### config.mk
export PLATFORM = sky130hd
export DESIGN_NAME = usb_stream_tester
export DESIGN_NICKNAME = d
export VERILOG_FILES = /design/src/rtl/usb_test_pkg.sv /design/src/rtl/usb_stream_checker.sv /design/src/rtl/usb_stream_tester.sv
export SDC_FILE = /design/constraint.sdc
export NUM_CORES = 1
export LEC_CHECK = 0
export CAP_MARGIN = 25
export CORE_UTILIZATION = 54
export CTS_BUF_LIST = sky130_fd_sc_hd__clkbuf_16
export DETAILED_ROUTE_END_ITERATION = 7
export PLACE_DENSITY = 0.83
export SYNTH_ARGS = -nofsm -noshare
export SYNTH_HDL_FRONTEND = slang
export SYNTH_SLANG_ARGS = --single-unit
### constraint.sdc
create_clock -name clk -period 5 [get_ports clk]
set_input_delay 0.75 -clock clk [delete_from_list [all_inputs] [get_ports clk]]
set_output_delay 0.75 -clock clk [all_outputs]
set_load 0.05 [all_outputs]
### src/rtl/usb_test_pkg.sv
// Shared types and constants for the USB FIFO-bridge stream tester.
package usb_test_pkg;

    typedef enum logic [1:0] {
        ModeOff   = 2'd0,
        ModeIncr  = 2'd1,
        ModeConst = 2'd2,
        ModeWalk  = 2'd3
    } tx_mode_e;

    typedef enum logic [1:0] {
        GenIdle,
        GenSend,
        GenGap
    } gen_state_e;

    typedef enum logic {
        ChkHunt,
        ChkTrack
    } chk_state_e;

    localparam int unsigned LedHoldDefault = 32'd50000000;

endpackage

### src/rtl/usb_stream_checker.sv
// RX sequence checker: locks onto an incrementing stream, counts beats and
// mismatches, and stretches each mismatch into a visible error indication.
module usb_stream_checker
    import usb_test_pkg::*;
#(
    parameter int unsigned RXW      = 8,
    parameter int unsigned CNT_W    = 32,
    parameter int unsigned LED_HOLD = LedHoldDefault
) (
    input  logic             clk,
    input  logic             rstn,
    input  logic             rx_valid,
    output logic             rx_ready,
    input  logic [RXW-1:0]   rx_data,
    output logic             err_led,
    output logic [CNT_W-1:0] rx_beats,
    output logic [CNT_W-1:0] err_cnt,
    output logic             locked
);
    localparam int unsigned HoldW = (LED_HOLD > 1) ? $clog2(LED_HOLD + 1) : 1;
    localparam logic [HoldW-1:0] HoldLoad = HoldW'(LED_HOLD);

    chk_state_e       state_q, state_d;
    logic [RXW-1:0]   expect_q, expect_d;
    logic [HoldW-1:0] hold_q, hold_d;
    logic [CNT_W-1:0] rx_beats_q, rx_beats_d;
    logic [CNT_W-1:0] err_cnt_q, err_cnt_d;
    logic             rx_ready_q;
    logic             locked_q, locked_d;
    logic             err_led_q, err_led_d;
    logic             beat, mismatch;

    assign beat     = rx_valid & rx_ready_q;
    assign mismatch = beat && (state_q == ChkTrack) && (rx_data != expect_q);

    always_ff @(posedge clk or negedge rstn) begin
        if (!rstn) begin
            state_q <= ChkHunt;
        end else begin
            state_q <= state_d;
        end
    end

    always_comb begin
        state_d = state_q;
        unique case (state_q)
            ChkHunt:  if (beat) state_d = ChkTrack;
            ChkTrack: state_d = ChkTrack;
        endcase
    end

    always_comb begin
        locked_d   = (state_d == ChkTrack);
        expect_d   = expect_q;
        hold_d     = hold_q;
        rx_beats_d = rx_beats_q;
        err_cnt_d  = err_cnt_q;
        if (hold_q != '0) hold_d = hold_q - HoldW'(1);
        if (beat) begin
            // A match means rx_data == expect_q, so every case advances from rx_data.
            expect_d   = rx_data + RXW'(1);
            rx_beats_d = rx_beats_q + CNT_W'(1);
        end
        if (mismatch) begin
            hold_d = HoldLoad;
            if (err_cnt_q != '1) err_cnt_d = err_cnt_q + CNT_W'(1);
        end
        err_led_d = (hold_d != '0);
    end

    always_ff @(posedge clk or negedge rstn) begin
        if (!rstn) begin
            expect_q   <= '0;
            hold_q     <= '0;
            rx_beats_q <= '0;
            err_cnt_q  <= '0;
            rx_ready_q <= 1'b0;
            locked_q   <= 1'b0;
            err_led_q  <= 1'b0;
        end else begin
            expect_q   <= expect_d;
            hold_q     <= hold_d;
            rx_beats_q <= rx_beats_d;
            err_cnt_q  <= err_cnt_d;
            rx_ready_q <= 1'b1;
            locked_q   <= locked_d;
            err_led_q  <= err_led_d;
        end
    end

    assign rx_ready = rx_ready_q;
    assign locked   = locked_q;
    assign err_led  = err_led_q;
    assign rx_beats = rx_beats_q;
    assign err_cnt  = err_cnt_q;

endmodule

### src/rtl/usb_stream_tester.sv
// USB FIFO-bridge stream tester: bursty pattern generator on TX plus the
// RX sequence checker, with accepted-beat statistics on both sides.
module usb_stream_tester
    import usb_test_pkg::*;
#(
    parameter int unsigned TX_DEXP  = 3,
    parameter int unsigned RX_DEXP  = 0,
    parameter int unsigned LED_HOLD = LedHoldDefault,
    parameter int unsigned CNT_W    = 32
) (
    input  logic                    clk,
    input  logic                    rstn,
    input  logic [1:0]              tx_mode,
    input  logic [15:0]             burst_len,
    input  logic [15:0]             gap_len,
    input  logic [(8<<TX_DEXP)-1:0] const_pat,
    output logic                    tx_valid,
    input  logic                    tx_ready,
    output logic [(8<<TX_DEXP)-1:0] tx_data,
    input  logic                    rx_valid,
    output logic                    rx_ready,
    input  logic [(8<<RX_DEXP)-1:0] rx_data,
    output logic                    err_led,
    output logic [CNT_W-1:0]        tx_beats,
    output logic [CNT_W-1:0]        rx_beats,
    output logic [CNT_W-1:0]        err_cnt,
    output logic                    locked
);
    localparam int unsigned TXW = 8 << TX_DEXP;
    localparam int unsigned RXW = 8 << RX_DEXP;

    gen_state_e       state_q, state_d;
    tx_mode_e         mode_q, mode_d, mode_in;
    logic [TXW-1:0]   data_q, data_d;
    logic [15:0]      beat_q, beat_d;
    logic [15:0]      gap_q, gap_d;
    logic             valid_q, valid_d;
    logic [CNT_W-1:0] tx_beats_q;
    logic             accept, burst_done;
    logic [16:0]      beat_inc;

    function automatic logic [TXW-1:0] seed_word(tx_mode_e m, logic [TXW-1:0] pat);
        case (m)
            ModeConst: return pat;
            ModeWalk:  return TXW'(1);
            default:   return '0;
        endcase
    endfunction

    function automatic logic [TXW-1:0] next_word(tx_mode_e m, logic [TXW-1:0] d,
                                                 logic [TXW-1:0] pat);
        logic [TXW-1:0] rot;
        rot = {d[TXW-2:0], d[TXW-1]};
        case (m)
            ModeIncr:  return d + TXW'(1);
            ModeConst: return pat;
            ModeWalk:  return (rot == '0) ? TXW'(1) : rot;
            default:   return d;
        endcase
    endfunction

    assign mode_in    = tx_mode_e'(tx_mode);
    assign accept     = valid_q & tx_ready;
    assign beat_inc   = {1'b0, beat_q} + 17'd1;
    assign burst_done = accept && (burst_len != '0) && (beat_inc >= {1'b0, burst_len});

    always_ff @(posedge clk or negedge rstn) begin
        if (!rstn) begin
            state_q <= GenIdle;
        end else begin
            state_q <= state_d;
        end
    end

    always_comb begin
        state_d = state_q;
        if (mode_in == ModeOff) begin
            state_d = GenIdle;
        end else begin
            unique case (state_q)
                GenIdle: state_d = GenSend;
                GenSend: if (burst_done && (gap_len != '0)) state_d = GenGap;
                GenGap:  if (gap_q <= 16'd1) state_d = GenSend;
                default: state_d = GenIdle;
            endcase
        end
    end

    // Mode is latched only at beat boundaries so a pending word never changes under the sink.
    always_comb begin
        valid_d = (state_d == GenSend);
        mode_d  = mode_q;
        data_d  = data_q;
        beat_d  = beat_q;
        gap_d   = gap_q;
        unique case (state_q)
            GenIdle: begin
                if (state_d == GenSend) begin
                    mode_d = mode_in;
                    data_d = seed_word(mode_in, const_pat);
                    beat_d = '0;
                end
            end
            GenSend: begin
                if (accept) begin
                    mode_d = mode_in;
                    data_d = (mode_in == mode_q) ? next_word(mode_q, data_q, const_pat)
                                                 : seed_word(mode_in, const_pat);
                    beat_d = burst_done ? '0 : beat_q + 16'd1;
                    gap_d  = gap_len;
                end
            end
            GenGap: begin
                if (gap_q != '0) gap_d = gap_q - 16'd1;
                if ((state_d == GenSend) && (mode_in != mode_q)) begin
                    mode_d = mode_in;
                    data_d = seed_word(mode_in, const_pat);
                end
            end
            default: ;
        endcase
    end

    always_ff @(posedge clk or negedge rstn) begin
        if (!rstn) begin
            mode_q     <= ModeOff;
            data_q     <= '0;
            beat_q     <= '0;
            gap_q      <= '0;
            valid_q    <= 1'b0;
            tx_beats_q <= '0;
        end else begin
            mode_q  <= mode_d;
            data_q  <= data_d;
            beat_q  <= beat_d;
            gap_q   <= gap_d;
            valid_q <= valid_d;
            if (accept) tx_beats_q <= tx_beats_q + CNT_W'(1);
        end
    end

    assign tx_valid = valid_q;
    assign tx_data  = data_q;
    assign tx_beats = tx_beats_q;

    usb_stream_checker #(
        .RXW      (RXW),
        .CNT_W    (CNT_W),
        .LED_HOLD (LED_HOLD)
    ) u_checker (
        .clk      (clk),
        .rstn     (rstn),
        .rx_valid (rx_valid),
        .rx_ready (rx_ready),
        .rx_data  (rx_data),
        .err_led  (err_led),
        .rx_beats (rx_beats),
        .err_cnt  (err_cnt),
        .locked   (locked)
    );

endmodule

---- Word-level counts from Yosys, hierarchy flattened ----
Cells that the tools add are included.
word-level totals
  register bits ........................... 234
  output and inout port bits .............. 164
  logic and storage cells ................. 94
cells by class
  $add $sub $neg .......................... 9
  $lt $le $gt $ge ......................... 2
  equality and inequality tests ........... 17
  muxes and demuxes ....................... 27
  bitwise operators ....................... 3
  reduce and logical (&&, ||, !) cells .... 22
operators with widths
  kind                   number
  $pmux 64 s3            2
  $mux 64                5
  $pmux 64 s2            1
  $add 32x1->32 const B  3
  $mux 16                5
  $add 64x1->64 const B  1
  $logic_not 64->1       1
  $pmux 16 s2            2
  $mux 26                2
  $reduce_bool 26->1     2
  $reduce_bool 16->1     3
  $ne 32x32->1 const B   1
  $sub 26x1->26 const B  1
  $add 16x1->17 const B  1
  $ge 17x16->1           1
  $add 16x1->16 const B  1
  $le 16x1->1 const B    1
  $sub 16x1->16 const B  1
  $mux 2                 6
  $pmux 2 s3             2
  $eq 2x2->1 const B     5
  $add 8x1->8 const B    1
  $ne 2x2->1 const B     4
  $ne 8x8->1             1
  16 further kinds       27

---- Depth between registers and ports, before layout ----
  word-level depth ........................ 11
  gate-level depth with buffers ........... 15
  mapped depth without buffers ............ 13

---- Hierarchy ----
From an unflattened synthesis, not the netlist that was laid out.
second synthesis, totals
  cells, all modules ...................... 1,721
  area, all modules ....................... 14,939.3 um2
modules (own cells, without submodules)
  module              times used  cells an instance  area an instance (um2)  sequential area each (um2)
  usb_stream_tester   1           1,232              9,815.7                 3,328.2
  usb_stream_checker  1           489                5,123.7                 2,527.4

---- Least setup slack after synthesis ----
No wires, ideal clock.
  kind .................................... reg-to-reg
  start ................................... register beat_q[2]
  end ..................................... register beat_q[10]
  setup time .............................. 134 ps
  arrival ................................. 3,412 ps
  required time ........................... 4,866 ps
  setup slack ............................. 1,454 ps
  cell stages (with the launch flop) ...... 16
  period minus slack after synthesis ...... 3,546 ps
  cells stage by stage .................... dfrtp_1 > and3_1 > nand3_1 > or4_1 > clkbuf_1 > nor2_1 > xnor2_1 > ha_1 > nand3_1 > nor4_1 > a221oi_1 > o211a_1 > a21oi_1 > or2_2 > clkbuf_1 > o21ai_0
between the ends
  cells in the longest elaborated chain, start to end .. 10
RTL lines
  element                            line                      source
  start, declared                    usb_stream_tester.sv:35   logic [15:0] beat_q, beat_d;
  start signal, assigned             usb_stream_tester.sv:135  beat_q <= beat_d;
  $add 16x1->17                      usb_stream_tester.sv:64   assign beat_inc = {1'b0, beat_q} + 17'd1;
  $ge 17x16->1                       usb_stream_tester.sv:65   assign burst_done = accept && (burst_len != '0) && (beat_inc >= {1'b0, burst_len});
  $logic_and 1x1->1                  usb_stream_tester.sv:65
  $logic_and 1x1->1                  usb_stream_tester.sv:82   GenSend: if (burst_done && (gap_len != '0)) state_d = GenGap;
  $mux 2                             usb_stream_tester.sv:82
  $pmux 2 s3                         usb_stream_tester.sv:80   unique case (state_q)
  $mux 2                             usb_stream_tester.sv:77   if (mode_in == ModeOff) begin
  $eq 2x1->1                         usb_stream_tester.sv:98   if (state_d == GenSend) begin
  $ne 2x2->1 (no source line)        n/a
  $reduce_and 3->1 (no source line)  n/a
Several ways; a longest one is shown, not always the timed one. The select of a mux whose other input is x is not followed.
A chain may end at the register's enable or synchronous reset.

---- Worst setup path after layout ----
  start ................................... register beat_q[2]
  end ..................................... register beat_q[4]
Same word-level chain as after synthesis.

==> summary.md <==
| Metric | Value |
|---|---|
| Total power | `0.00910 W` |
| # DRC | `0` |
| DPL Wire Length | `30600 µm` |
| Postcts setup bufs | `0` |
| Lkg Pwr | `7.42 nW` |
| Distinct cells, synth | `70` |
| CTS Buf Count | `28` |
| Area growth from synthesis to layout | `25.3%` |
| Switching power | `0.00423 W` |
| Actual slew at the worst max-slew pin | `1060 ps` |
| Fin Clk Skew | `15.7 ps` |
| Hold Crit Class | `input pin to async pin` |
| Fraction of layout cells with a size suffix above 1 | `5.11%` |
| Die Wd | `168 µm` |
| Gate power share | `44.9%` |
| I/O pin total | `274` |
| Vias in the first global route | `13.9k` |
| Period utilization | `78.9%` |
| Final setup viols | `0` |
| Max Cap Viol | `0` |
| Syn. warnings | `0` |
| Port Buffers | `273` |
| DR iter-0 viols | `1432` |
| Pins Over Slew Limit | `0` |
| Crit-path slowest cell | `or4_1` |
| Worst Path Required | `5400 ps` |
| Crit-path max cell delay | `640 ps` |
| Synth Cell Area | `0.0148 mm²` |
| Post-synthesis cell count | `1723` |
| Worst skew pair latency | `540 ps` |
| Worst setup EP type | `flop` |
| Crit start category | `flop` |
| # rows | `60` |
| Crit path kind | `flop to flop` |
| Die height | `168 µm` |
| Commonest cells in the netlist | `dfrtp_1 (234), nand2_1 (176), nor2_1 (146)` |
| Register-to-Register Setup Slack | `1050 ps` |
| Pwr/cell area | `490 mW/mm²` |
| CTS Hold Buffers Added | `0` |
| Vias | `14.7k` |
| First-pass GRT wire length | `71500 µm` |
| Yosys top cell by area | `dfrtp_1` |
| Register area | `0.00586 mm²` |
| Sequential Power Share | `35.1%` |
| Status | `finished, final reports clean` |
| Cell repeated most along the worst path | `nand3_1` |
| Post-cts resize count | `0` |
| Fill cells | `2109` |
| Switching share of power | `46.5%` |
| Initial Util | `54.9%` |
| Origin of the worst setup path | `beat_q[2]$_DFFE_PN0P_` |
| Vias/cell | `6.38` |
| DR WL/cell | `19.2 µm` |
| Avg Cell Area, Syn | `8.59 µm²` |
| Clk pwr share | `20.1%` |
| Router iterations before antenna repair | `6` |
| Share of the synthesized area in the top cell type | `39.5%` |
| Final nets | `2075` |
| Crit path buf inv count | `0` |
| Min Tclk post-route | `3950 ps` |
| Post-synth EDFFs | `0` |
| Multi-input gate area | `0.00841 mm²` |
| Peak supply drop | `0.370 mV` |
| Sequential cell area fraction in the yosys report | `39.5%` |
| Total internal power | `0.00487 W` |
| Initial antenna violation count | `3` |
| Clock-pin slew on the worst setup and hold paths | `60 ps` |
| Root buf cell | `clkbuf_16` |
| GRT overflow | `0` |
| Asr flop ratio synth | `100%` |
| Gr usage total | `30.8%` |
| Primary FF master, synth | `dfrtp_1` |
| RSZ-0062 raised after global routing | `false` |
| Hold Vio Cnt, Final | `0` |
| Seq cells post-synth | `234` |
| Pin count of the biggest net entering global routing | `123` |
| Top delay family on crit path | `simple AND/OR/NAND/NOR gates` |
| CTS Sinks | `234` |
| Top post-synthesis cells by area | `dfrtp_1 (40%), xnor2_1 (6.3%), a21oi_1 (4.5%)` |
| RR Startpoint | `beat_q[2]$_DFFE_PN0P_` |
| Critical path peak fanout | `10` |
| DIE AREA | `0.0281 mm²` |
| Total negative slack | `0 ps` |
| Max Fclk | `253 MHz` |
| Antenna Nets Post-Route | `0` |
| Most frequent cell after synthesis | `dfrtp_1` |
| Worst slew margin | `29.2%` |
| TritonCTS clock tree | `yes` |
| Crit-path cells | `and3_1 > nand3_1 > or4_1 > nor2_1 > xnor2_1 > ha_1 > nand3_1 > nor4_1 > a221oi_1 > o211a_1 > a21oi_1 > or2_2 > o21ai_0` |
| CP Data Arrival Time | `4350 ps` |
| Core Area | `0.0270 mm²` |
| H-tree depth | `1` |
| Syn Nets | `1858` |
| Gp weighted congestion | `0.908` |
| Total Wirelength | `44300 µm` |
| CTS Buffer Depth | `3` |
[placed cells by master, fill, tap and decap left out, types with 12 or more instances in the layout]
master | Yosys | final
dfrtp_1 | 234 | 232
nor2_1 | 146 | 146
inv_1 | 43 | 46
a21oi_1 | 134 | 134
o31ai_1 | 28 | 28
buf_4 | 0 | 13
xor2_1 | 50 | 50
mux2i_1 | 33 | 33
or4_1 | 13 | 13
nor3_1 | 58 | 57
nand3_1 | 90 | 90
clkbuf_16 | 0 | 29
or3_1 | 22 | 21
nand4_1 | 48 | 48
clkdlybuf4s50_1 | 0 | 272
ha_1 | 25 | 25
and2_1 | 13 | 13
o22ai_1 | 15 | 15
o21ai_0 | 83 | 82
o21a_1 | 12 | 12
nand2_1 | 176 | 176
and3_1 | 28 | 28
nor4_1 | 38 | 38
xnor2_1 | 106 | 106
mux2_2 | 31 | 31
a211oi_1 | 25 | 25
a31oi_1 | 19 | 19
[flip-flops by register name, summed over array words and instances, names as in the netlist, 2 cells and up]
name                flops
u_checker.hold_q       26
tx_beats               32
gap_q                  16
u_checker.expect_q      8
beat_q                 16
u_checker.rx_beats     32
state_q                 2
u_checker.err_cnt      32
mode_q                  2
tx_data                64
[power groups by stage]
| stage | sequential [W] | combinational, W | clock [W] |
|---|---|---|---|
| floorplan | 0.00393 | 0.00186 | 0 |
| global placement | 0.00315 | 0.00393 | 0 |
| detailed placement | 0.00317 | 0.00404 | 0 |
| CTS | 0.00315 | 0.00406 | 0.00186 |
| global route | 0.00326 | 0.00434 | 0.00193 |
| finish | 0.00319 | 0.00408 | 0.00183 |
[final cells by class]
type,instances,share of cell area [%]
well taps,341,2.30
flip-flops and latches,234,31.6
diodes,3,0.0405
clock inverters,19,0.438
inverters,43,0.870
repair buffers,288,15.5
clock buffers,29,3.91
multi-input cells,1345,45.3
[worst paths after layout]
check	depth (start not counted)	endpoint
worst max-delay path	13	beat_q[4]$_DFFE_PN0P_
worst min-delay path	1	tx_beats[11]$_DFFE_PN0P_
worst max register to register	13	beat_q[4]$_DFFE_PN0P_
worst min register to register	1	u_checker.rx_beats[15]$_DFFE_PN0P_
max in group asynchronous	2	tx_data[28]$_DFFE_PN0P_
min in group clk	1	u_checker.rx_beats[15]$_DFFE_PN0P_
[worst register-to-register path, delay by kind of cell, from the launching register on]
family | cells | cell delay (ps)
simple gates | 7 | 1990
compound gates | 4 | 990
flops | 1 | 430
fa+ha+maj | 1 | 310
xor+xnor | 1 | 100
[logic make-up after synthesis]
logic type / share of synthesized area [%]
buffers and inverters: 3.76
DFF: 39.5
adders and majority gates: 2.11
other: 0.0253
xor gates and xnor gates: 9.23
muxes: 4.59
and+or+nand+nor: 22.7
AOI/OAI and AO/OA: 18.0
[metal layers]
metal	track usage (%)	vias up	part of all wire, %
li1	-	6753	-
met1	41.0	7015	42
met2	50.1	789	47
met3	4.73	119	8.0
met4	12.5	0	3.3
met5	0	-	0
[per-stage QoR]
step	util [%]	worst slack, ps	hold slack (ps)	cell area (µm²)	std cells
2_1_floorplan	-	1450	454	14800	1723
3_3_place_gp	65.8	1230	462	17700	2251
3_5_place_dp	65.8	1090	480	17700	2251
4_1_cts	68.8	1080	298	18500	2299
5_1_grt	68.8	749	334	18600	2302
6_report	68.8	1050	263	18600	2302
Note: power is estimated with default switching activity, not from simulation.
